`src/rtl/ms_arbiter_if.sv`:
```
// Requester bus and multiplier handshake shared between ms_arbiter and its neighbours.
// Signal names keep their i_/o_ direction as seen from the arbiter.
interface ms_arbiter_if #(
    parameter int DW   = 8,
    parameter int NREQ = 4
);
    logic [NREQ-1:0]    i_req;
    logic [NREQ*DW-1:0] i_mltnd;
    logic [NREQ*DW-1:0] i_mlter;
    logic [NREQ-1:0]    o_gnt;
    logic [NREQ-1:0]    o_done;
    logic [2*DW-1:0]    o_product;
    logic               o_err;
    logic               o_busy;
    logic               o_ms_start;
    logic [DW-1:0]      o_ms_mltnd;
    logic [DW-1:0]      o_ms_mlter;
    logic [2*DW-1:0]    i_ms_product;
    logic               i_ms_ready;

    modport slave (
        input  i_req, i_mltnd, i_mlter, i_ms_product, i_ms_ready,
        output o_gnt, o_done, o_product, o_err, o_busy, o_ms_start, o_ms_mltnd, o_ms_mlter
    );

    modport master (
        output i_req, i_mltnd, i_mlter, i_ms_product, i_ms_ready,
        input  o_gnt, o_done, o_product, o_err, o_busy, o_ms_start, o_ms_mltnd, o_ms_mlter
    );
endinterface

```
`src/rtl/ms_arbiter.sv`:
```
// Round-robin sharing of one sequential multiplier among NREQ requesters.
// Latches the winner's operands, pulses start, returns the product or a timeout error.
module ms_arbiter #(
    parameter int DW      = 8,
    parameter int NREQ    = 4,
    parameter int TIMEOUT = 64
) (
    input  logic        i_clk,
    input  logic        i_rst,
    ms_arbiter_if.slave bus
);
    localparam int PW = (NREQ > 1) ? $clog2(NREQ) : 1;
    localparam int CW = $clog2(TIMEOUT);

    // IDLE arbitrate | START pulse ms_start | WAIT await ready or timeout | DONE report
    typedef enum logic [1:0] {S_IDLE, S_START, S_WAIT, S_DONE} state_t;

    state_t          state_q, state_d;
    logic [PW-1:0]   ptr_q, ptr_d;
    logic [PW-1:0]   sel_q, sel_d;
    logic [CW-1:0]   cnt_q, cnt_d;
    logic [NREQ-1:0] gnt_q, gnt_d;
    logic [NREQ-1:0] done_q, done_d;
    logic            err_q, err_d;
    logic            busy_q, busy_d;
    logic            start_q, start_d;
    logic [2*DW-1:0] prod_q, prod_d;
    logic [DW-1:0]   mltnd_q, mltnd_d;
    logic [DW-1:0]   mlter_q, mlter_d;

    logic [NREQ-1:0] rot;
    logic            found;
    logic [PW-1:0]   pick;
    logic [DW-1:0]   a_sel, b_sel;

    // Rotate so bit 0 is the requester at the pointer; first set bit wins.
    always_comb begin
        rot   = NREQ'({bus.i_req, bus.i_req} >> ptr_q);
        found = 1'b0;
        pick  = '0;
        for (int i = 0; i < NREQ; i++) begin
            if (!found && rot[i]) begin
                found = 1'b1;
                pick  = PW'((int'(ptr_q) + i) % NREQ);
            end
        end
        a_sel = '0;
        b_sel = '0;
        for (int i = 0; i < NREQ; i++) begin
            if (pick == PW'(i)) begin
                a_sel = bus.i_mltnd[i*DW +: DW];
                b_sel = bus.i_mlter[i*DW +: DW];
            end
        end
    end

    always_comb begin
        state_d = state_q;
        ptr_d   = ptr_q;
        sel_d   = sel_q;
        cnt_d   = cnt_q;
        gnt_d   = gnt_q;
        done_d  = '0;
        err_d   = 1'b0;
        start_d = 1'b0;
        prod_d  = prod_q;
        mltnd_d = mltnd_q;
        mlter_d = mlter_q;
        unique case (state_q)
            S_IDLE: begin
                if (found) begin
                    state_d     = S_START;
                    sel_d       = pick;
                    gnt_d       = '0;
                    gnt_d[pick] = 1'b1;
                    mltnd_d     = a_sel;
                    mlter_d     = b_sel;
                    start_d     = 1'b1;
                end
            end
            S_START: begin
                cnt_d   = '0;
                state_d = S_WAIT;
            end
            S_WAIT: begin
                cnt_d = cnt_q + 1'b1;
                // The first WAIT cycle may still see ready from the previous operation.
                if (cnt_q != '0 && bus.i_ms_ready) begin
                    prod_d  = bus.i_ms_product;
                    done_d  = gnt_q;
                    state_d = S_DONE;
                end else if (cnt_q == CW'(TIMEOUT - 1)) begin
                    prod_d  = '0;
                    err_d   = 1'b1;
                    done_d  = gnt_q;
                    state_d = S_DONE;
                end
            end
            S_DONE: begin
                gnt_d   = '0;
                ptr_d   = (sel_q == PW'(NREQ - 1)) ? '0 : sel_q + 1'b1;
                state_d = S_IDLE;
            end
            default: state_d = S_IDLE;
        endcase
        busy_d = (state_d != S_IDLE);
    end

    always_ff @(posedge i_clk or negedge i_rst) begin
        if (!i_rst) begin
            state_q <= S_IDLE;
            ptr_q   <= '0;
            sel_q   <= '0;
            cnt_q   <= '0;
            gnt_q   <= '0;
            done_q  <= '0;
            err_q   <= 1'b0;
            busy_q  <= 1'b0;
            start_q <= 1'b0;
            prod_q  <= '0;
            mltnd_q <= '0;
            mlter_q <= '0;
        end else begin
            state_q <= state_d;
            ptr_q   <= ptr_d;
            sel_q   <= sel_d;
            cnt_q   <= cnt_d;
            gnt_q   <= gnt_d;
            done_q  <= done_d;
            err_q   <= err_d;
            busy_q  <= busy_d;
            start_q <= start_d;
            prod_q  <= prod_d;
            mltnd_q <= mltnd_d;
            mlter_q <= mlter_d;
        end
    end

    assign bus.o_gnt      = gnt_q;
    assign bus.o_done     = done_q;
    assign bus.o_err      = err_q;
    assign bus.o_busy     = busy_q;
    assign bus.o_ms_start = start_q;
    assign bus.o_product  = prod_q;
    assign bus.o_ms_mltnd = mltnd_q;
    assign bus.o_ms_mlter = mlter_q;

endmodule
```
`src/flat_wrapper.sv`:
```
// flat-port wrapper written by rule: the top's interface ports become plain ports
module ms_arbiter_flat 
#(
    parameter int DW      = 8,
    parameter int NREQ    = 4,
    parameter int TIMEOUT = 64
)
  (i_clk, i_rst, bus_i_req, bus_i_mltnd, bus_i_mlter, bus_i_ms_product, bus_i_ms_ready, bus_o_gnt, bus_o_done, bus_o_product, bus_o_err, bus_o_busy, bus_o_ms_start, bus_o_ms_mltnd, bus_o_ms_mlter);
  ms_arbiter_if #(.DW(DW), .NREQ(NREQ)) bus_i ();
  input  logic i_clk;
  input  logic i_rst;
  input wire logic [$bits(bus_i.i_req)-1:0] bus_i_req;
  input wire logic [$bits(bus_i.i_mltnd)-1:0] bus_i_mltnd;
  input wire logic [$bits(bus_i.i_mlter)-1:0] bus_i_mlter;
  input wire logic [$bits(bus_i.i_ms_product)-1:0] bus_i_ms_product;
  input wire logic [$bits(bus_i.i_ms_ready)-1:0] bus_i_ms_ready;
  output wire logic [$bits(bus_i.o_gnt)-1:0] bus_o_gnt;
  output wire logic [$bits(bus_i.o_done)-1:0] bus_o_done;
  output wire logic [$bits(bus_i.o_product)-1:0] bus_o_product;
  output wire logic [$bits(bus_i.o_err)-1:0] bus_o_err;
  output wire logic [$bits(bus_i.o_busy)-1:0] bus_o_busy;
  output wire logic [$bits(bus_i.o_ms_start)-1:0] bus_o_ms_start;
  output wire logic [$bits(bus_i.o_ms_mltnd)-1:0] bus_o_ms_mltnd;
  output wire logic [$bits(bus_i.o_ms_mlter)-1:0] bus_o_ms_mlter;
  assign bus_i.i_req = bus_i_req;
  assign bus_i.i_mltnd = bus_i_mltnd;
  assign bus_i.i_mlter = bus_i_mlter;
  assign bus_i.i_ms_product = bus_i_ms_product;
  assign bus_i.i_ms_ready = bus_i_ms_ready;
  assign bus_o_gnt = bus_i.o_gnt;
  assign bus_o_done = bus_i.o_done;
  assign bus_o_product = bus_i.o_product;
  assign bus_o_err = bus_i.o_err;
  assign bus_o_busy = bus_i.o_busy;
  assign bus_o_ms_start = bus_i.o_ms_start;
  assign bus_o_ms_mltnd = bus_i.o_ms_mltnd;
  assign bus_o_ms_mlter = bus_i.o_ms_mlter;
  ms_arbiter #(.DW(DW), .NREQ(NREQ), .TIMEOUT(TIMEOUT)) u_core (.i_clk(i_clk), .i_rst(i_rst), .bus(bus_i));
endmodule
```
`config.mk`:
```
export PLATFORM = sky130hd
export DESIGN_NAME = ms_arbiter_flat
export DESIGN_NICKNAME = d
export VERILOG_FILES = /design/src/rtl/ms_arbiter_if.sv /design/src/rtl/ms_arbiter.sv /design/src/flat_wrapper.sv
export SDC_FILE = /design/constraint.sdc
export NUM_CORES = 1
export LEC_CHECK = 0
export CORE_MARGIN = 4
export CORE_UTILIZATION = 45
export DETAILED_ROUTE_END_ITERATION = 12
export GPL_TIMING_DRIVEN = 0
export PLACE_DENSITY_LB_ADDON = 0.08
export SLEW_MARGIN = 20
export SYNTH_ARGS = -nofsm -noshare
export SYNTH_HDL_FRONTEND = slang
export SYNTH_SLANG_ARGS = --single-unit
```
`constraint.sdc`:
```
create_clock -name i_clk -period 3.12 [get_ports i_clk]
set_input_delay 0.624 -clock i_clk [delete_from_list [all_inputs] [get_ports i_clk]]
set_output_delay 0.624 -clock i_clk [all_outputs]
set_load 0.01 [all_outputs]
```
==> flow_summary.json <==
{
  "num-nets-final": 506,
  "synth_area_sq_um": 2860,
  "initial_core_util_pct": 47.4,
  "wirelength_mm": 8.23,
  "synth-main-ff-cell": "dfrtp_1",
  "max_cap_violations": 0,
  "hold_path.class": "in -> async",
  "crit_path_cell_trace": "clkdlybuf4s50_1, nand2_1, a211o_1, and2_1, nor2_1, buf_2, a211oi_2",
  "synth-compound-area-share_pct": 23.9,
  "timing.setup.tns_ps": 0,
  "ys_ff_latch": 55,
  "grt_pass1_wl_mm": 12.9,
  "grt_pass1_vias": 2586,
  "relSlewSlack_pct": 53.2,
  "clkLatencyLatePin_ps": 310,
  "max_clock_freq_mhz": 387,
  "slowest_delay_ps": 550,
  "tightest_slew_ps": 702,
  "vias": 2614,
  "fillerInstances": 476,
  "viasPerCell": 5.36,
  "ys.warnings.count": 0,
  "grt_max_degree": 56,
  "period_minus_slack_ps": 2590,
  "slowest_stage": "clkdlybuf4s50_1",
  "grt_use_total_pct": 21.5,
  "dp_cells": 480,
  "cp.arrival_ps": 2780,
  "syn_avg_cell_area_sq_um": 10.3,
  "cts_tree": "built",
  "ant_nets": 0,
  "synth_top_family_by_area": "compound AO/OA/AOI/OAI gates",
  "antennaDiodeCount": 0,
  "synth_edf_count": 0,
  "htreeDepth": 2,
  "hold_viol": 0,
  "pin_count": 130,
  "gp_congestion": 0.787,
  "synthSimpleGateAreaFrac_pct": 13.8,
  "drive_above_1_share_pct": 7.99,
  "ys_types": 42,
  "areaGrowthSynthToFinish_pct": 51.9,
  "final_area_sq_um": 4340,
  "leakagePower_nw": 1.82,
  "worst-setup-path-type": "in -> reg",
  "synthMuxAreaShare_pct": 6.35,
  "stdcell_count": 488,
  "finalSetupViolations": 0,
  "die_h_microns": 87.7,
  "grt_overflow_total": 0,
  "cts_buffers": 5,
  "dr.first_iter.drc_count": 108,
  "drc": 0,
  "cp.required_ps": 3310,
  "antenna_found_initial": 0,
  "drtPass1Iterations": 4,
  "powerDensity_nw_per_um2": 808,
  "syn_nets": 370,
  "numClockSinks": 55,
  "fin_hold_ws_ps": 343,
  "synth_xor_area_share_pct": 0.307,
  "rows": 28,
  "critPathLaunchType": "input port",
  "place_area_sq_um": 4240,
  "dp_hpwl_mm": 6.37,
  "cts_setup_buffers": 0,
  "finalPower_w": 0.00350,
  "clk_pin_slew_worst_paths_ps": 100,
  "async_flop_share_pct": 100,
  "crit_family": "buffers and inverters",
  "dieWidth_microns": 87.7,
  "die_area_sq_um": 7690,
  "drv_slew": 0,
  "clk_path_buf_depth": 2,
  "cts_resized": 0,
  "status": "completed",
  "peakVddDrop_mv": 0.600,
  "port_buffers": 129,
  "cts-root-buf": "clkbuf_8",
  "synthAdderAreaFrac_pct": 3.07,
  "core_sq_um": 6030,
  "crit_path_max_fanout": 10,
  "wire_per_inst_microns": 16.9,
  "syn_inst": 276,
  "seq_area_frac_synth_pct": 48.2,
  "holdBufCountCts": 0,
  "finalCritPeriodShare_pct": 82.9,
  "skew_ps": 6.75,
  "path_buf_inv": 2,
  "setup.worst_path.end_class": "flip-flop",
  "rsz0062_at_grt": "false"
}
-- report_power, final --
part | leakage, nW | switching (W) | internal [W] | total [W]
registers | 0.681 | 0.000163 | 0.000994 | 0.00116
clock network | 0.0474 | 0.000244 | 0.000182 | 0.000426
logic | 1.09 | 0.000945 | 0.000975 | 0.00192
-- per-layer routing --
metal,wire length [microns],share of wire [%],GRT usage (%)
met2,3950,48,35.1
met4,112,1.4,5.44
met3,608,7.4,5.17
met5,0,0,0
met1,3560,43,28.9
-- per-stage QoR --
stage | utilization, % | setup slack (ps)
floorplan | - | 1000
global placement | 70.4 | -247
detailed placement | 70.3 | 216
CTS | 72.0 | 561
global route | 72.0 | 393
finish | 72.0 | 534
-- final cells by class --
| type | instances | area (sq um) | area share, % |
|---|---|---|---|
| sequential | 55 | 1380 | 31.7 |
| multi-input combinational | 196 | 1360 | 31.3 |
| timing repair buffer | 129 | 1290 | 29.7 |
| tap | 75 | 93.8 | 2.16 |
| buffer | 16 | 90.1 | 2.08 |
| clock buffer | 6 | 82.6 | 1.90 |
| inverter | 9 | 33.8 | 0.779 |
| clock inverter | 2 | 16.3 | 0.375 |
-- cell usage in the layout, fill, tap and decap left out, types with 2 or more instances in the layout --
cell	instances
clkbuf_1	11
a211oi_1	22
buf_2	2
mux2i_1	17
nor2_1	24
a22o_1	18
o31ai_1	3
dfrtp_1	55
nand2_1	31
clkdlybuf4s50_1	128
ha_1	7
inv_1	8
buf_4	2
o21ai_0	8
nand3_1	5
a21oi_1	18
clkbuf_8	6
nor2b_1	7
a211oi_2	11
or3_1	2
nor4_1	3
-- synthesized netlist by cell type, types with 2 or more instances --
master / instances / area [sq um]
a22o_1: 18 / 158
o31ai_1: 3 / 22.5
o21ai_0: 8 / 40.0
or3_1: 2 / 12.5
buf_2: 2 / 10.0
dfrtp_1: 55 / 1380
nor2_1: 24 / 90.1
nand3_1: 5 / 25.0
inv_1: 8 / 30.0
nand2_1: 31 / 116
nor2b_1: 7 / 43.8
clkbuf_1: 11 / 41.3
ha_1: 7 / 87.6
a21oi_1: 18 / 90.1
a211oi_1: 22 / 165
a211oi_2: 11 / 138
mux2i_1: 17 / 170
nor4_1: 3 / 18.8
-- final timing paths --
path | from | endpoint | slack, ps | cells after the start
min in group i_clk | u_core.bus.o_product[9] | u_core.bus.o_product[9] | 510 | 1
max | bus_i_req[0] | u_core.bus.o_ms_mltnd[5] | 530 | 7
min | i_rst | u_core.bus.o_product[13] | 340 | 1
max reg2reg | u_core.state_q[0] | u_core.bus.o_product[6] | 720 | 8
min reg2reg | u_core.bus.o_product[9] | u_core.bus.o_product[9] | 510 | 1
max in group asynchronous | i_rst | u_core.bus.o_ms_mlter[5] | 2300 | 1
-- cell families (layout without fill, tap and decap cells) --
group | after synthesis | count (layout)
AO/OA/AOI/OAI | 88 | 88
AND/OR/NAND/NOR | 82 | 82
flip-flops | 55 | 55
buffers and inverters | 25 | 162
multiplexers | 18 | 18
adder cells (fa/ha/maj) | 7 | 7
XOR/XNOR | 1 | 1
-- state kept, by name, summed over array words and instances (netlist names) --
signal / flops
u_core.cnt_q: 6
u_core.bus.o_err: 1
u_core.bus.o_ms_start: 1
u_core.bus.o_ms_mlter: 8
u_core.bus.o_gnt: 4
u_core.bus.o_busy: 1
u_core.bus.o_product: 16
u_core.bus.o_ms_mltnd: 8
u_core.ptr_q: 2
u_core.bus.o_done: 4
u_core.state_q: 2
u_core.sel_q: 2
No activity file was read; power rests on OpenSTA's default activity.
